[src/rtl/adf4159_pkg.sv]
// adf4159_pkg: register constants, control codes and word builder for the ADF4159 programmer
package adf4159_pkg;
  typedef enum logic [1:0] {IDLE, SHIFT, GAP, FINISH} state_e;
  localparam logic [2:0] CTRL_R0 = 3'd0;
  localparam logic [2:0] CTRL_R1 = 3'd1;
  localparam logic [2:0] CTRL_R2 = 3'd2;
  localparam logic [2:0] CTRL_R3 = 3'd3;
  localparam logic [2:0] CTRL_R4 = 3'd4;
  localparam logic [2:0] CTRL_R5 = 3'd5;
  localparam logic [2:0] CTRL_R6 = 3'd6;
  localparam logic [2:0] CTRL_R7 = 3'd7;
  localparam logic [3:0] R0_MUXOUT = 4'b0110;
  localparam logic [31:0] R2_INIT = {29'h00E01001, CTRL_R2};
  localparam logic [31:0] R3_INIT = {29'h00086008, CTRL_R3};
  localparam logic [31:0] R4_INIT = {29'h00030020, CTRL_R4};
  localparam logic [31:0] R5_INIT = {29'h00009000, CTRL_R5};
  localparam logic [31:0] R6_INIT = {29'h00010000, CTRL_R6};
  localparam logic [31:0] R7_INIT = {29'h00000000, CTRL_R7};
  function automatic logic [31:0] reg_word(input logic [2:0] r, input logic [11:0] i, input logic [24:0] f);
    case (r)
      3'd0: reg_word = {1'b0, R0_MUXOUT, i, f[24:13], CTRL_R0};
      3'd1: reg_word = {4'b0000, f[12:0], 12'd0, CTRL_R1};
      3'd2: reg_word = R2_INIT;
      3'd3: reg_word = R3_INIT;
      3'd4: reg_word = R4_INIT;
      3'd5: reg_word = R5_INIT;
      3'd6: reg_word = R6_INIT;
      default: reg_word = R7_INIT;
    endcase
  endfunction
endpackage

[src/rtl/spi_word_tx.sv]
// spi_word_tx: shifts one 32-bit word MSB-first with LE framing, pulses word_done on the last cycle
module spi_word_tx #(
  parameter int CLK_DIV = 4
) (
  input  logic        clk,
  input  logic        rst,
  input  logic        start,
  input  logic [31:0] word,
  output logic        word_done,
  output logic        spi_clk,
  output logic        spi_data,
  output logic        spi_le
);
  localparam int DW = CLK_DIV > 1 ? $clog2(CLK_DIV) : 1;
  logic          active_q, active_d, ph_q, ph_d, last_div;
  logic [31:0]   sh_q, sh_d;
  logic [DW-1:0] div_q, div_d;
  logic [4:0]    bit_q, bit_d;
  always_comb begin
    last_div = div_q == DW'(CLK_DIV - 1);
    word_done = active_q && ph_q && last_div && bit_q == 5'd31;
    active_d = active_q;
    ph_d = ph_q;
    sh_d = sh_q;
    div_d = div_q;
    bit_d = bit_q;
    if (start) begin
      active_d = 1'b1;
      ph_d = 1'b0;
      sh_d = word;
      div_d = '0;
      bit_d = '0;
    end else if (active_q) begin
      div_d = last_div ? '0 : div_q + DW'(1);
      active_d = ~word_done;
      if (last_div) ph_d = ~ph_q;
      // the falling spi_clk edge presents the next bit
      if (last_div && ph_q && !word_done) begin
        bit_d = bit_q + 5'd1;
        sh_d = sh_q << 1;
      end
    end
  end
  always_ff @(posedge clk) begin
    if (rst) begin
      active_q <= 1'b0;
      ph_q <= 1'b0;
      sh_q <= '0;
      div_q <= '0;
      bit_q <= '0;
    end else begin
      active_q <= active_d;
      ph_q <= ph_d;
      sh_q <= sh_d;
      div_q <= div_d;
      bit_q <= bit_d;
    end
  end
  assign spi_clk = ph_q;
  assign spi_data = active_q & sh_q[31];
  assign spi_le = ~active_q;
endmodule

[src/rtl/adf4159_prog.sv]
// adf4159_prog: sequences the R7..R0 init list or the R1,R0 update list into spi_word_tx
module adf4159_prog
  import adf4159_pkg::*;
#(
  parameter int CLK_DIV = 4,
  parameter int LE_GAP  = 8
) (
  input  logic        clk,
  input  logic        rst,
  input  logic        load,
  input  logic [11:0] ints,
  input  logic [24:0] fracs,
  output logic        busy,
  output logic        done,
  output logic        spi_clk,
  output logic        spi_data,
  output logic        spi_le
);
  localparam int GW = LE_GAP > 1 ? $clog2(LE_GAP) : 1;
  state_e        state_q, state_d;
  logic [2:0]    idx_q, idx_d, nxt_idx;
  logic [GW-1:0] gap_q, gap_d;
  logic          armed_q, armed_d, init_q, init_d;
  logic [11:0]   ints_q, ints_d;
  logic [24:0]   fracs_q, fracs_d;
  logic          accept, gap_end, start, word_done;
  logic [31:0]   word;
  always_comb begin
    accept = state_q == IDLE && load && armed_q;
    gap_end = state_q == GAP && gap_q == GW'(LE_GAP - 1);
    // idx_q holds the register number being sent; the list always ends at R0
    nxt_idx = accept ? (init_q ? 3'd1 : 3'd7) : idx_q - 3'd1;
    start = accept || (gap_end && idx_q != 3'd0);
    word = accept ? reg_word(nxt_idx, ints, fracs) : reg_word(nxt_idx, ints_q, fracs_q);
    idx_d = start ? nxt_idx : idx_q;
    state_d = state_q;
    gap_d = gap_q;
    armed_d = armed_q;
    init_d = init_q;
    ints_d = accept ? ints : ints_q;
    fracs_d = accept ? fracs : fracs_q;
    case (state_q)
      IDLE: begin
        armed_d = ~load;
        state_d = accept ? SHIFT : IDLE;
      end
      SHIFT: begin
        state_d = word_done ? GAP : SHIFT;
        gap_d = '0;
      end
      GAP: begin
        gap_d = gap_end ? gap_q : gap_q + GW'(1);
        state_d = !gap_end ? GAP : (idx_q == 3'd0 ? FINISH : SHIFT);
      end
      FINISH: begin
        init_d = 1'b1;
        state_d = IDLE;
      end
    endcase
  end
  always_ff @(posedge clk) begin
    if (rst) begin
      state_q <= IDLE;
      idx_q <= '0;
      gap_q <= '0;
      armed_q <= 1'b1;
      init_q <= 1'b0;
      ints_q <= '0;
      fracs_q <= '0;
    end else begin
      state_q <= state_d;
      idx_q <= idx_d;
      gap_q <= gap_d;
      armed_q <= armed_d;
      init_q <= init_d;
      ints_q <= ints_d;
      fracs_q <= fracs_d;
    end
  end
  assign busy = state_q == SHIFT || state_q == GAP;
  assign done = state_q == FINISH;
  spi_word_tx #(.CLK_DIV(CLK_DIV)) u_tx (
    .clk(clk),
    .rst(rst),
    .start(start),
    .word(word),
    .word_done(word_done),
    .spi_clk(spi_clk),
    .spi_data(spi_data),
    .spi_le(spi_le)
  );
endmodule

[config.mk]
export PLATFORM = sky130hd
export DESIGN_NAME = adf4159_prog
export DESIGN_NICKNAME = d
export VERILOG_FILES = /design/src/rtl/adf4159_pkg.sv /design/src/rtl/spi_word_tx.sv /design/src/rtl/adf4159_prog.sv
export SDC_FILE = /design/constraint.sdc
export NUM_CORES = 1
export LEC_CHECK = 0
export ABC_AREA = 1
export CORE_ASPECT_RATIO = 1.25
export CORE_MARGIN = 5
export CORE_UTILIZATION = 55
export DETAILED_ROUTE_END_ITERATION = 16
export DONT_BUFFER_PORTS = 1
export GPL_ROUTABILITY_DRIVEN = 1
export PLACE_DENSITY = 0.7
export REMOVE_ABC_BUFFERS = 1
export SYNTH_ARGS = -nofsm -noshare
export SYNTH_HDL_FRONTEND = slang
export SYNTH_HIERARCHICAL = 1
export SYNTH_SLANG_ARGS = --single-unit
[constraint.sdc]
create_clock -name clk -period 3.6 [get_ports clk]
set_input_delay 0.36 -clock clk [delete_from_list [all_inputs] [get_ports clk]]
set_output_delay 0.36 -clock clk [all_outputs]
set_load 0.01 [all_outputs]
==> results of run 1 <==
==> cells by family (layout without fill, tap and decap cells) <==
group / Yosys count / in the layout / synth area share (%)
compound gates: 100 / 100 / 13.8
fa+ha+maj: 12 / 12 / 3.41
flops: 88 / 88 / 40.0
simple gates: 324 / 324 / 31.3
other cells: 1 / 2 / 0.0852
buf+inv: 93 / 79 / 10.9
mux: 2 / 2 / 0.455
==> per-stage QoR <==
step | utilization [%] | instance area [um2] | setup WS [ns] | hold WS (ns) | power, mW
6_report | 57.4 | 4470 | 0.994 | 0.0594 | 1.98
5_1_grt | 57.4 | 4470 | 0.724 | 0.0382 | 2.10
4_1_cts | 57.4 | 4470 | 1.00 | 0.0448 | 2.00
3_5_place_dp | 55.2 | 4300 | 1.03 | 0.439 | 1.40
3_3_place_gp | 55.2 | 4300 | 1.17 | 0.437 | 1.39
2_1_floorplan | - | 4150 | 0.277 | 0.424 | 1.32
==> synthesized netlist by cell type, types with 2 or more instances <==
master      n
a211oi_1    7
a211oi_2    6
a21oi_1    54
a31oi_1     2
buf_2       7
buf_4       8
buf_6       9
buf_8       2
clkbuf_1    8
dfxtp_1    88
ha_1       12
inv_1      53
inv_2       2
mux2i_1     2
nand2_1   201
nand2_2     3
nand2_4     3
nand3_1    45
nand3b_1    2
nor2_1     55
nor2_2      5
nor3_1      2
o211ai_1    3
o21ai_0    16
o21ai_1     3
o21ai_2     5
or2_0       2
==> final cells by class <==
type | instances | area (um2)
clock buffer | 13 | 149
tap | 95 | 119
inverter | 58 | 221
sequential | 88 | 1760
timing repair buffer | 5 | 37.5
fill | 789 | 3320
multi-input combinational | 440 | 2160
clock inverter | 3 | 17.5
==> where the power goes <==
| part | switching, mW | total, mW | internal, mW |
|---|---|---|---|
| combinational | 0.228 | 0.329 | 0.101 |
| sequential | 0.0234 | 1.05 | 1.03 |
| clock | 0.331 | 0.599 | 0.268 |
| total | 0.582 | 1.98 | 1.40 |
==> final timing paths <==
kind                                from                    endpoint  slack, ns  cells after the start
setup / recovery   state_q[0]$_SDFF_PP0_  u_tx/sh_q[24]$_SDFFE_PP0P_       0.99                     13
hold / removal                       rst     ints_q[10]$_SDFFE_PP0N_       0.06                      1
setup reg to reg   state_q[0]$_SDFF_PP0_  u_tx/sh_q[24]$_SDFFE_PP0P_       0.99                     13
hold reg to reg   ints_q[6]$_SDFFE_PP0N_      ints_q[6]$_SDFFE_PP0N_       0.46                      2
==> flip-flops by register name, indices dropped and copies added (netlist names), 2 cells and up <==
name / flops
fracs_q: 25
u_tx/div_q: 2
state_q: 2
ints_q: 12
u_tx/sh_q: 32
gap_q: 3
u_tx/bit_q: 5
idx_q: 3
==> metal layers <==
layer	GRT usage (%)	vias up	routed length [um]
met5	0	-	0
met4	6.06	0	118
met3	4.89	10	451
met2	33.7	70	4450
met1	23.6	1704	4130
li1	-	1929	-
==> cells in the final DEF (no fill, tap or decap), types with 6 or more instances in the layout <==
cell        n
nor2_1     55
a21oi_1    54
ha_1       12
a211oi_1    7
a211oi_2    6
nand3_1    45
o21ai_0    16
clkbuf_8   10
nand2_1   201
inv_1      53
dfxtp_1    88
==> results.md, run 1 <==
* Status: finished, final reports clean
* Htree depth at 3
* CTS Hold Buffers Added at 0
* Rel. slew slack at 58.8%
* Maximum fanout along the worst path at 37
* FP Rows at 36
* Share of cells above drive strength 1 at 8.07%
* Routed length per instance at 13.0 um
* Clock Path Buffers at 2
* Clock skew at 0.0105 ns
* Fin Setup TNS at 0 ns
* Setup violators final at 0
* Post_cts resized at 0
* P_leak at 1.90 nW
* DIE AREA at 9910 um2
* Area share of the largest cell type after synthesis at 40.0%
* Routability cong. at 0.876
* DRT Wirelength at 9.16 mm
* Die width at 90.0 um
* Max Slew Vio Count at 0
* Maximum VDD drop at 0.000232 V
* Post-DP HPWL at 6.07 mm
* Crit-path leading delay family: simple AND/OR/NAND/NOR gates
* Nets at 654
* DR pass1 iterations at 4
* F_max at 0.384 GHz
* Final period utilization at 72.4%
* P&R area growth vs syn at 1.51%
* Worst hold path type: input port to flip-flop
* Worst Path Buf+Inv at 2
* Slowest CP cell: buf_4
* Vias in the first global route at 3,546
* Total number of vias at 3,713
* Grt ovf at 0
* Worst Path Arrival at 2.90 ns
* Yosys warns at 6
* Startpoint types: flip-flop
* Antenna violations before repair at 0
* Synth area leaders: dfxtp_1, nand2_1, a21oi_1, nand3_1, nor2_1
* Worst skew pair latency at 0.36 ns
* Slowest cell delay on critical path at 0.41 ns
* GRT Total Usage at 19.3%
* Clock buffers created by TritonCTS at 9
* # placed instances at 686
* Global-route wire length before repair at 16.0 mm
* Ant. Diodes at 0
* Mapped Area at 4400 um2
* RSZ-0062 raised after global routing: no
* Asr flop ratio synth at 0%
* Number of port buffers at 0
* Min cycle time layout at 2.61 ns
* CTS tree: built
* I/O pin cnt at 45
* Core outline area at 7790 um2
* Clock-pin slew on the worst setup and hold paths at 0.08 ns
* Cell taking the most area after synthesis: dfxtp_1
* WP data required at 3.89 ns
* Drc violations at 0
* Largest net degree at the start of global routing at 75
* Clk root buf: clkbuf_8
* Initial DRC count at 197
* Synth unique cells at 42
* Slew @ Worst Pin at 0.615 ns
* Clk sink count at 88
* Power Density at 443 nW/um2
* Synth Area per Inst at 7.10 um2
* Starting density of the core at 56.5%
* CP endpoint kind: flip-flop
* Flops & latches, synth at 88
* Post-Layout Cell Count at 702
* Sequential share of the synthesized area at 40.0%
* Most used cell, CP: nand2_1
* Final Hold Violating Endpoints at 0
* Crit-path cells: inv_1 > ha_1 > nand3_4 > buf_4 > nand2_1 > nand2_1 > nor2_4 > nand2_1 > nand3_1 > nand2_1 > nand2_1 > nand2_1 > a21oi_1
* Post-Synthesis Cells at 620
* Ys flop type: dfxtp_1
* Max_cap viols at 0
* DIE HEIGHT at 110 um
* Post-synth EDFFs at 0
* Post-CTS Setup Bufs at 0
* CP Class: flip-flop to flip-flop
* Mean number of vias per cell at 5.29
* Final ANT Viol Nets at 0
(Power assumes the default switching activity.)
==> run 2: changes to the inputs <==
==> constraint.sdc (replaced) <==
create_clock -name clk -period 2.4 [get_ports clk]
set_input_delay 0.24 -clock clk [delete_from_list [all_inputs] [get_ports clk]]
set_output_delay 0.24 -clock clk [all_outputs]
set_load 0.01 [all_outputs]
==> run 2 against run 1 <==
  * Power is 65% higher
  * Hold slack got worse by 0.043 ns
  * Clock power rose by 92%
  * Sequential power grew 50%
  * First-iteration DRC count rose by 25%
  * Routed wire length increased by 2.7%
  * Utilization is 2.6 points higher
  * Largest cell class unchanged
  * Largest power group unchanged
  * Highest routed layer unchanged
==> results.md, run 2 (synthesis results as in run 1) <==
* DR pass1 iterations at 4 (unchanged)
* Max_cap viols at 0 (unchanged)
* Largest net degree at the start of global routing at 73 (was 75)
* Most frequent cells in the layout: nand2_1, dfxtp_1, nor2_1 (unchanged)
* Antenna violations before repair at 0 (unchanged)
* Maximum fanout along the worst path at 14 (was 37)
* FP Rows at 36 (unchanged)
* Max Slew Vio Count at 0 (unchanged)
* Min cycle time layout at 2.13 ns (was 2.61 ns)
* CTS tree: built (unchanged)
* Maximum VDD drop at 0.000429 V (was 0.000232 V)
* I/O pin cnt at 45 (unchanged)
* Global-route wire length before repair at 15.7 mm (was 16.0 mm)
* Fin util at 59.9% (was 57.4%)
* Starting density of the core at 56.5% (unchanged)
* Footprint of the multi-input gates at 2160 um2 (unchanged)
* Clock-pin slew on the worst setup and hold paths at 0.08 ns (about the same)
* Filler cell count in the final layout at 766 (was 789)
* Mean number of vias per cell at 5.30 (was 5.29)
* FF+latch area at 1760 um2 (unchanged)
* Initial DRC count at 247 (was 197)
* GRT Total Usage at 19.2% (was 19.3%)
* Clock Path Buffers at 2 (unchanged)
* Worst skew pair latency at 0.38 ns (was 0.36 ns)
* Vias in the first global route at 3,448 (was 3,546)
* Final ANT Viol Nets at 0 (unchanged)
* Worst Path Arrival at 2.44 ns (was 2.90 ns)
* P&R area growth vs syn at 6.08% (was 1.51%)
* Worst hold path type: input port to flip-flop (unchanged)
* Setup violators final at 0 (unchanged)
* DRT Wirelength at 9.40 mm (was 9.16 mm)
* Max reg flops at 32 (unchanged)
* Final Hold Violating Endpoints at 0 (unchanged)
* F_max at 0.469 GHz (was 0.384 GHz)
* Rel. slew slack at 59.6% (was 58.8%)
* DIE HEIGHT at 110 um (unchanged)
* Clock buffers created by TritonCTS at 9 (unchanged)
* Drc violations at 0 (unchanged)
* Htree depth at 3 (unchanged)
* Power Density at 701 nW/um2 (was 443 nW/um2)
* Grt ovf at 0 (unchanged)
* P_leak at 1.99 nW (was 1.90 nW)
* Top reg by flops: u_tx/sh_q (unchanged)
* Pre-CTS setup slack at 0.292 ns (was 1.03 ns)
* Routability cong. at 0.865 (was 0.876)
* Nets at 665 (was 654)
* Core outline area at 7790 um2 (unchanged)
* Routed length per instance at 13.2 um (was 13.0 um)
* Worst Slack Setup Final at 0.266 ns (was 0.994 ns)
* Status: finished, final reports clean (unchanged)
* CP Class: flip-flop to flip-flop (unchanged)
* Top Registers: u_tx/sh_q: 32 flops, fracs_q: 25 flops, ints_q: 12 flops (unchanged)
* Clock skew at 0.0130 ns (was 0.0105 ns)
* Share of cells above drive strength 1 at 8.74% (was 8.07%)
* Most common cell after layout, fill and taps aside: nand2_1 (unchanged)
* Startpoint types: flip-flop (unchanged)
* Final period utilization at 88.9% (was 72.4%)
* Clk sink count at 88 (unchanged)
* RSZ-0062 raised after global routing: no (unchanged)
* Die width at 90.0 um (unchanged)
* Post-DP HPWL at 6.02 mm (was 6.07 mm)
* WP data required at 2.71 ns (was 3.89 ns)
* Fin Hold WS at 0.0160 ns (was 0.0594 ns)
* Clk root buf: clkbuf_8 (unchanged)
* Total number of vias at 3,777 (was 3,713)
* Ant. Diodes at 0 (unchanged)
* CP endpoint kind: flip-flop (unchanged)
* Number of port buffers at 0 (unchanged)
* Post-CTS Setup Bufs at 0 (unchanged)
* DIE AREA at 9910 um2 (unchanged)
* Slew @ Worst Pin at 0.604 ns (was 0.615 ns)
## run 2: path summary, 6_finish.rpt
kind                                              from                         end  slack (ns)  cells past startpoint
worst max-delay path             state_q[0]$_SDFF_PP0_  u_tx/sh_q[17]$_SDFFE_PP0P_        0.27                     13
worst min-delay path                           ints[2]      ints_q[2]$_SDFFE_PP0N_        0.02                      2
worst max register to register   state_q[0]$_SDFF_PP0_  u_tx/sh_q[17]$_SDFFE_PP0P_        0.27                     13
worst min register to register  ints_q[9]$_SDFFE_PP0N_      ints_q[9]$_SDFFE_PP0N_        0.47                      2
## run 2: area by class of cell
type	instances	share of cell area (%)
flip-flops and latches	88	37.7
clock buffers	10	2.73
clock inverters	6	1.98
multi-input cells	440	46.3
well taps	95	2.54
inverters	58	4.74
repair buffers	16	3.96
## run 2: power by group
part	internal, mW	switching, mW	total (mW)
clock	0.592	0.560	1.15
sequential	1.54	0.0351	1.57
combinational	0.180	0.367	0.547
total	2.31	0.962	3.27
## run 2: critical path: stages (launching register included)
cell and delay (ns):
dfxtp_1 0.37, inv_1 0.09, ha_1 0.27, nand3_4 0.21, nand2_4 0.13, nor2_2 0.18
nand2_4 0.16, inv_4 0.17, nand2_1 0.07, nand3_1 0.09, nand2_1 0.06, nand2_1 0.08
nand2_1 0.05, a21oi_1 0.14
## run 2: repair_timing
item                                   in CTS  in global routing
resized for setup                           0                  0
hold buffers                                9                  0
endpoints found under the hold margin      72                  0
## run 2: through the flow
stage / total power, mW / setup TNS (ns) / instances / area (um2)
2_1_floorplan: 1.98 / -30.39 / 586 / 4150
3_3_place_gp: 2.11 / 0 / 688 / 4340
3_5_place_dp: 2.12 / 0 / 688 / 4340
4_1_cts: 3.30 / 0 / 713 / 4670
5_1_grt: 3.42 / 0 / 713 / 4670
6_report: 3.27 / 0 / 713 / 4670
## run 2: layer usage
metal | wire length [um] | part of all wire, % | global-route usage [%] | vias to the layer above
li1 | - | - | - | 1957
met1 | 4310 | 46 | 23.1 | 1742
met2 | 4580 | 49 | 33.5 | 67
met3 | 378 | 4.0 | 4.62 | 11
met4 | 133 | 1.4 | 7.02 | 0
met5 | 0 | 0 | 0 | -
